--- config.mk ---
export PLATFORM = sky130hd
export DESIGN_NAME = mem_port_sequencer_flat
export DESIGN_NICKNAME = d
export VERILOG_FILES = /design/src/rtl/mem_port_sequencer_if.sv /design/src/rtl/mem_port_sequencer.sv /design/src/flat_wrapper.sv
export SDC_FILE = /design/constraint.sdc
export NUM_CORES = 1
export LEC_CHECK = 0
export ABC_AREA = 0
export CAP_MARGIN = 10
export CORE_AREA = 2 2 125 127
export DETAILED_ROUTE_END_ITERATION = 8
export DIE_AREA = 0 0 127 129
export PLACE_DENSITY = 0.91
export SETUP_SLACK_MARGIN = 0.2
export SKIP_LAST_GASP = 1
export SLEW_MARGIN = 20
export SYNTH_ARGS = -nofsm -noshare
export SYNTH_HDL_FRONTEND = slang
export SYNTH_SLANG_ARGS = --single-unit
export TNS_END_PERCENT = 1
--- constraint.sdc ---
create_clock -name clk -period 4.8 [get_ports clk]
set_clock_uncertainty 0.05 [all_clocks]
set_input_delay 0.72 -clock clk [delete_from_list [all_inputs] [get_ports clk]]
set_output_delay 0.72 -clock clk [all_outputs]
set_load 0.02 [all_outputs]
--- src/rtl/mem_port_sequencer_if.sv ---
// ============================================================================
// Module   : mem_port_sequencer_if
// Purpose  : Fetch, load/store and memory-side signal bundle for the sequencer.
// Revision : 1.0
// ============================================================================
`default_nettype none

interface mem_port_sequencer_if #(
  parameter int ADDR_W = 32
);
  logic              halted;
  logic              busy;

  logic              if_req;
  logic [ADDR_W-1:0] if_addr;
  logic              if_ready;
  logic [31:0]       if_rdata;

  logic              dm_req;
  logic              dm_we;
  logic              dm_byte;
  logic [ADDR_W-1:0] dm_addr;
  logic [31:0]       dm_wdata;
  logic              dm_ready;
  logic [31:0]       dm_rdata;
  logic              dm_err;

  logic              mem_en;
  logic              mem_we;
  logic [ADDR_W-1:0] mem_addr;
  logic [31:0]       mem_wdata;
  logic [31:0]       mem_rdata;

  // Sequencer side
  modport slave (
    input  halted, if_req, if_addr, dm_req, dm_we, dm_byte, dm_addr, dm_wdata, mem_rdata,
    output busy, if_ready, if_rdata, dm_ready, dm_rdata, dm_err,
           mem_en, mem_we, mem_addr, mem_wdata
  );

  // Core datapath plus memory model side
  modport master (
    output halted, if_req, if_addr, dm_req, dm_we, dm_byte, dm_addr, dm_wdata, mem_rdata,
    input  busy, if_ready, if_rdata, dm_ready, dm_rdata, dm_err,
           mem_en, mem_we, mem_addr, mem_wdata
  );
endinterface

`default_nettype wire

--- src/rtl/mem_port_sequencer.sv ---
// ============================================================================
// Module   : mem_port_sequencer
// Purpose  : Arbitrates one single-ported memory between fetch and load/store,
//            with sign-extended byte loads and read-modify-write byte stores.
// Revision : 1.0
// ============================================================================
`default_nettype none

module mem_port_sequencer #(
  parameter int MEM_LATENCY = 2,
  parameter int ADDR_W      = 32
) (
  input  wire logic          clk,
  input  wire logic          rst_b,
  mem_port_sequencer_if.slave bus
);

  localparam int CNT_W = (MEM_LATENCY > 1) ? $clog2(MEM_LATENCY) : 1;
  localparam logic [CNT_W-1:0] CNT_LAST = CNT_W'(MEM_LATENCY - 1);
  localparam logic [ADDR_W-1:0] WORD_MASK = ~ADDR_W'(3);

  typedef enum logic [2:0] {
    IDLE    = 3'd0,
    FETCH   = 3'd1,
    DRD     = 3'd2,
    DWR     = 3'd3,
    RMW_RD  = 3'd4,
    RMW_WR  = 3'd5,
    DONE_IF = 3'd6,
    DONE_DM = 3'd7
  } state_t;

  state_t            state_q, state_d;
  logic [CNT_W-1:0]  cnt_q, cnt_d;
  logic              byte_q, byte_d;
  logic [1:0]        lane_q, lane_d;
  logic              err_q, err_d;
  logic [ADDR_W-1:0] mem_addr_q, mem_addr_d;
  logic [31:0]       mem_wdata_q, mem_wdata_d;
  logic [31:0]       if_rdata_q, if_rdata_d;
  logic [31:0]       dm_rdata_q, dm_rdata_d;

  logic              access;
  logic              last;
  logic [7:0]        rd_byte;
  logic [4:0]        lane_sh;
  logic [31:0]       merged;

  assign access  = (state_q == FETCH) || (state_q == DRD) || (state_q == DWR) ||
                   (state_q == RMW_RD) || (state_q == RMW_WR);
  assign last    = (cnt_q == CNT_LAST);
  assign lane_sh = {lane_q, 3'b000};

  always_comb begin
    rd_byte = bus.mem_rdata[7:0];
    case (lane_q)
      2'd1:    rd_byte = bus.mem_rdata[15:8];
      2'd2:    rd_byte = bus.mem_rdata[23:16];
      2'd3:    rd_byte = bus.mem_rdata[31:24];
      default: rd_byte = bus.mem_rdata[7:0];
    endcase
  end

  // Only the addressed lane is replaced; the rest of the word is written back as read.
  assign merged = (bus.mem_rdata & ~(32'h0000_00FF << lane_sh)) |
                  ({24'd0, mem_wdata_q[7:0]} << lane_sh);

  always_comb begin
    state_d     = state_q;
    cnt_d       = cnt_q;
    byte_d      = byte_q;
    lane_d      = lane_q;
    err_d       = 1'b0;
    mem_addr_d  = mem_addr_q;
    mem_wdata_d = mem_wdata_q;
    if_rdata_d  = if_rdata_q;
    dm_rdata_d  = dm_rdata_q;

    case (state_q)
      IDLE: begin
        // A requester whose err pulse is showing is still holding its stale request.
        if (!bus.halted) begin
          if (bus.dm_req && !err_q) begin
            if (!bus.dm_byte && (bus.dm_addr[1:0] != 2'b00)) begin
              err_d = 1'b1;
            end else begin
              cnt_d       = '0;
              byte_d      = bus.dm_byte;
              lane_d      = bus.dm_addr[1:0];
              mem_addr_d  = bus.dm_addr & WORD_MASK;
              mem_wdata_d = bus.dm_wdata;
              if (!bus.dm_we)       state_d = DRD;
              else if (bus.dm_byte) state_d = RMW_RD;
              else                  state_d = DWR;
            end
          end else if (bus.if_req) begin
            cnt_d      = '0;
            mem_addr_d = bus.if_addr & WORD_MASK;
            state_d    = FETCH;
          end
        end
      end

      FETCH, DRD, DWR, RMW_RD, RMW_WR: begin
        cnt_d = last ? '0 : cnt_q + CNT_W'(1);
        if (last) begin
          case (state_q)
            FETCH: begin
              if_rdata_d = bus.mem_rdata;
              state_d    = DONE_IF;
            end
            DRD: begin
              dm_rdata_d = byte_q ? {{24{rd_byte[7]}}, rd_byte} : bus.mem_rdata;
              state_d    = DONE_DM;
            end
            RMW_RD: begin
              mem_wdata_d = merged;
              state_d     = RMW_WR;
            end
            default: state_d = DONE_DM;
          endcase
        end
      end

      DONE_IF, DONE_DM: state_d = IDLE;

      default: state_d = IDLE;
    endcase
  end

  always_ff @(posedge clk or posedge rst_b) begin
    if (rst_b) begin
      state_q     <= IDLE;
      cnt_q       <= '0;
      byte_q      <= 1'b0;
      lane_q      <= 2'b00;
      err_q       <= 1'b0;
      mem_addr_q  <= '0;
      mem_wdata_q <= '0;
      if_rdata_q  <= '0;
      dm_rdata_q  <= '0;
    end else begin
      state_q     <= state_d;
      cnt_q       <= cnt_d;
      byte_q      <= byte_d;
      lane_q      <= lane_d;
      err_q       <= err_d;
      mem_addr_q  <= mem_addr_d;
      mem_wdata_q <= mem_wdata_d;
      if_rdata_q  <= if_rdata_d;
      dm_rdata_q  <= dm_rdata_d;
    end
  end

  assign bus.busy      = (state_q != IDLE);
  assign bus.if_ready  = (state_q == DONE_IF);
  assign bus.dm_ready  = (state_q == DONE_DM);
  assign bus.dm_err    = err_q;
  assign bus.if_rdata  = if_rdata_q;
  assign bus.dm_rdata  = dm_rdata_q;
  assign bus.mem_en    = access && (cnt_q == '0);
  assign bus.mem_we    = (state_q == DWR) || (state_q == RMW_WR);
  assign bus.mem_addr  = mem_addr_q;
  assign bus.mem_wdata = mem_wdata_q;

endmodule

`default_nettype wire

--- src/flat_wrapper.sv ---
// flat-port wrapper written by rule: the top's interface ports become plain ports
module mem_port_sequencer_flat 
#(
  parameter int MEM_LATENCY = 2,
  parameter int ADDR_W      = 32
)
  (clk, rst_b, bus_halted, bus_if_req, bus_if_addr, bus_dm_req, bus_dm_we, bus_dm_byte, bus_dm_addr, bus_dm_wdata, bus_mem_rdata, bus_busy, bus_if_ready, bus_if_rdata, bus_dm_ready, bus_dm_rdata, bus_dm_err, bus_mem_en, bus_mem_we, bus_mem_addr, bus_mem_wdata);
  mem_port_sequencer_if #(.ADDR_W(ADDR_W)) bus_i ();
  input  wire logic clk;
  input  wire logic rst_b;
  input wire logic [$bits(bus_i.halted)-1:0] bus_halted;
  input wire logic [$bits(bus_i.if_req)-1:0] bus_if_req;
  input wire logic [$bits(bus_i.if_addr)-1:0] bus_if_addr;
  input wire logic [$bits(bus_i.dm_req)-1:0] bus_dm_req;
  input wire logic [$bits(bus_i.dm_we)-1:0] bus_dm_we;
  input wire logic [$bits(bus_i.dm_byte)-1:0] bus_dm_byte;
  input wire logic [$bits(bus_i.dm_addr)-1:0] bus_dm_addr;
  input wire logic [$bits(bus_i.dm_wdata)-1:0] bus_dm_wdata;
  input wire logic [$bits(bus_i.mem_rdata)-1:0] bus_mem_rdata;
  output wire logic [$bits(bus_i.busy)-1:0] bus_busy;
  output wire logic [$bits(bus_i.if_ready)-1:0] bus_if_ready;
  output wire logic [$bits(bus_i.if_rdata)-1:0] bus_if_rdata;
  output wire logic [$bits(bus_i.dm_ready)-1:0] bus_dm_ready;
  output wire logic [$bits(bus_i.dm_rdata)-1:0] bus_dm_rdata;
  output wire logic [$bits(bus_i.dm_err)-1:0] bus_dm_err;
  output wire logic [$bits(bus_i.mem_en)-1:0] bus_mem_en;
  output wire logic [$bits(bus_i.mem_we)-1:0] bus_mem_we;
  output wire logic [$bits(bus_i.mem_addr)-1:0] bus_mem_addr;
  output wire logic [$bits(bus_i.mem_wdata)-1:0] bus_mem_wdata;
  assign bus_i.halted = bus_halted;
  assign bus_i.if_req = bus_if_req;
  assign bus_i.if_addr = bus_if_addr;
  assign bus_i.dm_req = bus_dm_req;
  assign bus_i.dm_we = bus_dm_we;
  assign bus_i.dm_byte = bus_dm_byte;
  assign bus_i.dm_addr = bus_dm_addr;
  assign bus_i.dm_wdata = bus_dm_wdata;
  assign bus_i.mem_rdata = bus_mem_rdata;
  assign bus_busy = bus_i.busy;
  assign bus_if_ready = bus_i.if_ready;
  assign bus_if_rdata = bus_i.if_rdata;
  assign bus_dm_ready = bus_i.dm_ready;
  assign bus_dm_rdata = bus_i.dm_rdata;
  assign bus_dm_err = bus_i.dm_err;
  assign bus_mem_en = bus_i.mem_en;
  assign bus_mem_we = bus_i.mem_we;
  assign bus_mem_addr = bus_i.mem_addr;
  assign bus_mem_wdata = bus_i.mem_wdata;
  mem_port_sequencer #(.MEM_LATENCY(MEM_LATENCY), .ADDR_W(ADDR_W)) u_core (.clk(clk), .rst_b(rst_b), .bus(bus_i));
endmodule
==> impl_results.md <==
- Status: finished, final reports clean
- CP bufs+invs: 1
- Chip Height: ~130 um
- Slowest-stage cell, CP: dfrtp_1
- Post-CTS Resized: 0
- Antenna-violating nets left: 0
- Post-synth top area cell: dfrtp_1
- Post-place setup slack: about 2000 ps
- Global-route wire length before repair: around 33000 um
- Post-synthesis register bit count: 134
- Synth-to-layout area growth: 52.4%
- Clock Path Buffers: 2
- Filler cell count: 1172
- Clk slew on worst S/H paths: 60 ps
- Mapped Cells: 692
- Cell chain of the critical path: nor3_4 > nor3b_1 > clkdlybuf4s50_1
- Vias: 6204
- Final worst-path cycle share: 60.9%
- Cts bufs inserted: 17
- Vias in the first global route: 6141
- RSZ-0062 raised after global routing: no
- EDFF count, synth: 0
- Req. time, crit path: 4030 ps
- Antenna cell count: 0
- Critical Path End Type: output pin
- Sink Count: approximately 130
- Hold_buf cts: 0
- Port-buffer cells: 264
- Post-synthesis sequential area ratio: 52.6%
- Commonest non-fill, non-tap cell in the layout: clkdlybuf4s50_1
- Final Slew Violations: 0
- Largest net degree at the start of global routing: a little over 60
- Root Driver: clkbuf_16
- Final net count: 1067
- Final setup vio count: 0
- Delay-heaviest family, CP: flip-flops
- Startpoint types: register
- WS Path Type: reg -> out
- VDD IR max: 0.000317 V
- Die area: 16400 um^2
- Core area: 15000 um^2
- # rows: 45
- Clock Latency Late Sink: between 400 and 500 ps
- Max Cap Viol: 0
- WL/cell: roughly 19 um
- Worst slew pin tran: between 1000 and 1500 ps
- Yosys Warn Count: 0
- Via density per instance: 5.48
- DRC errors left: 0
- CP Max Fanout: 15
- Post-Syn Area: 6380 um^2
- Overall Global Routing Usage: 26.4%
- HPWL Detailed: 15500 um
- Mean Syn Cell Area: 9.22 um^2
- Async SR Flop Fraction: 100%
- IO Count: 269
- Initial Util: 42.6%
- Rel. slew slack: 30.1%
- Total gr overflow: 0
- H-tree depth: 4
- Drt first-iter violations: roughly 520
- Die Width: about 130 um
- Share of cells above drive strength 1: under 10%
- Area contributors post-synth: dfrtp_1, nand2_1, a21oi_1
- Routed WL: 21100 um
- Pwr dens: 775 nW/um^2
- Initial antenna violation count: 0
- Crit path time final: between 2000 and 3000 ps
- CTS tree: done
- Arr. time, crit path: 2150 ps
- Synth top area share: 52.6%
- Crit-path max cell delay: 710 ps
- 1st-pass router iterations: 5
- Fmax: 342 MHz
- Post-CTS Setup Inserts: 0
- Most frequent cells in the layout: clkdlybuf4s50_1, nand2_1, dfrtp_1, a21oi_1, nor2_1
- Post-synth cell types: 45
- LEAKAGE: 4.08 nW
- Final worst setup slack: 1880 ps
- Hold Fails Final Rpt: 0
- Setup TNS: 0 ps
- Final RePlAce weighted congestion: 0.885
- Most used DFF post-synth: dfrtp_1
- Worst hold path class: reg -> reg
## routing by layer
layer / global-route usage, % / routed length (um)
met5: 0 / 0
met4: 9.89 / 493
met3: 9.06 / 2140
met2: 44.5 / 10700
met1: 31.4 / 7840
## where the power goes
| part | internal (W) | switching, W |
|---|---|---|
| Clock | 0.000848 | 0.000540 |
| Sequential | 0.00172 | 0.000454 |
| Combinational | 0.00176 | 0.00221 |
| Total | 0.00432 | 0.00321 |
## stage by stage
stage | total power [W] | area (um^2) | instances | util, % | hold slack (ps)
after global routing | 0.00800 | 9720 | 1132 | 64.9 | 444
after global placement | 0.00600 | 9090 | 1100 | 60.7 | 400
after floorplan | 0.00443 | 6380 | 693 | - | 444
after detailed placement | 0.00614 | 9090 | 1100 | 60.7 | 406
after CTS | 0.00755 | 9720 | 1132 | 64.9 | 421
final | 0.00753 | 9720 | 1132 | 64.9 | 421
## synthesized netlist by cell type (all sizes together), types with 3 or more instances
| library cell | instances |
|---|---|
| mux2 | 36 |
| nor2 | 62 |
| o221ai | 6 |
| nand2b | 5 |
| a31oi | 30 |
| or3 | 9 |
| mux2i | 16 |
| nand2 | 153 |
| dfrtp | 134 |
| clkbuf | 19 |
| buf | 35 |
| nor2b | 3 |
| nand3 | 9 |
| inv | 4 |
| a21oi | 84 |
| o21ai | 63 |
## cell type report
| cell class | instances | area (um^2) | area share, % |
|---|---|---|---|
| clock buffers | 18 | 439 | 4.52 |
| clock inverters | 14 | 190 | 1.96 |
| inverters | 4 | 20.0 | 0.206 |
| multi-input cells | 501 | 2770 | 28.5 |
| flip-flops and latches | 134 | 3350 | 34.5 |
| well taps | 188 | 235 | 2.42 |
| repair buffers | 273 | 2710 | 27.9 |
## flip-flops by register name, summed over array words and instances, names as in the netlist
name,flops
u_core.bus.mem_wdata,32
u_core.bus.if_rdata,32
u_core.lane_q,2
u_core.bus.dm_rdata,32
u_core.cnt_q,1
u_core.state_q,3
u_core.bus.dm_err,1
u_core.bus.mem_addr,30
u_core.byte_q,1
## path summary, 6_finish.rpt
check | start | to | slack (ps) | cells after the start
min reg2reg | u_core.bus.dm_rdata[6] | u_core.bus.dm_rdata[6] | 420 | 2
min | u_core.bus.dm_rdata[6] | u_core.bus.dm_rdata[6] | 420 | 2
max | u_core.state_q[0] | bus_mem_en | 1880 | 3
max reg2reg | u_core.lane_q[1] | u_core.bus.dm_rdata[29] | 2200 | 4
max in group asynchronous | rst_b | u_core.bus.mem_wdata[25] | 3080 | 3
min in group asynchronous | rst_b | u_core.bus.if_rdata[1] | 640 | 2
## worst reg2reg max path, cell delays in order (launching register included)
cell	delay (ps)
dfrtp_1	930
mux4_2	360
and2_1	770
a21oi_1	130
o21ai_0	260
## cell families (layout without fill, tap and decap cells)
logic type                 after synthesis  count (layout)  synth area share, %
AOI/OAI and AO/OA                      193             193                 17.0
other                                    1               2               0.0588
buffers and inverters                   58             309                 4.26
muxes                                   53              53                 9.22
adders and majority gates                1               1                0.196
DFF                                    134             134                 52.6
and+or+nand+nor                        252             252                 16.7
No activity file was read; power rests on OpenSTA's default activity.
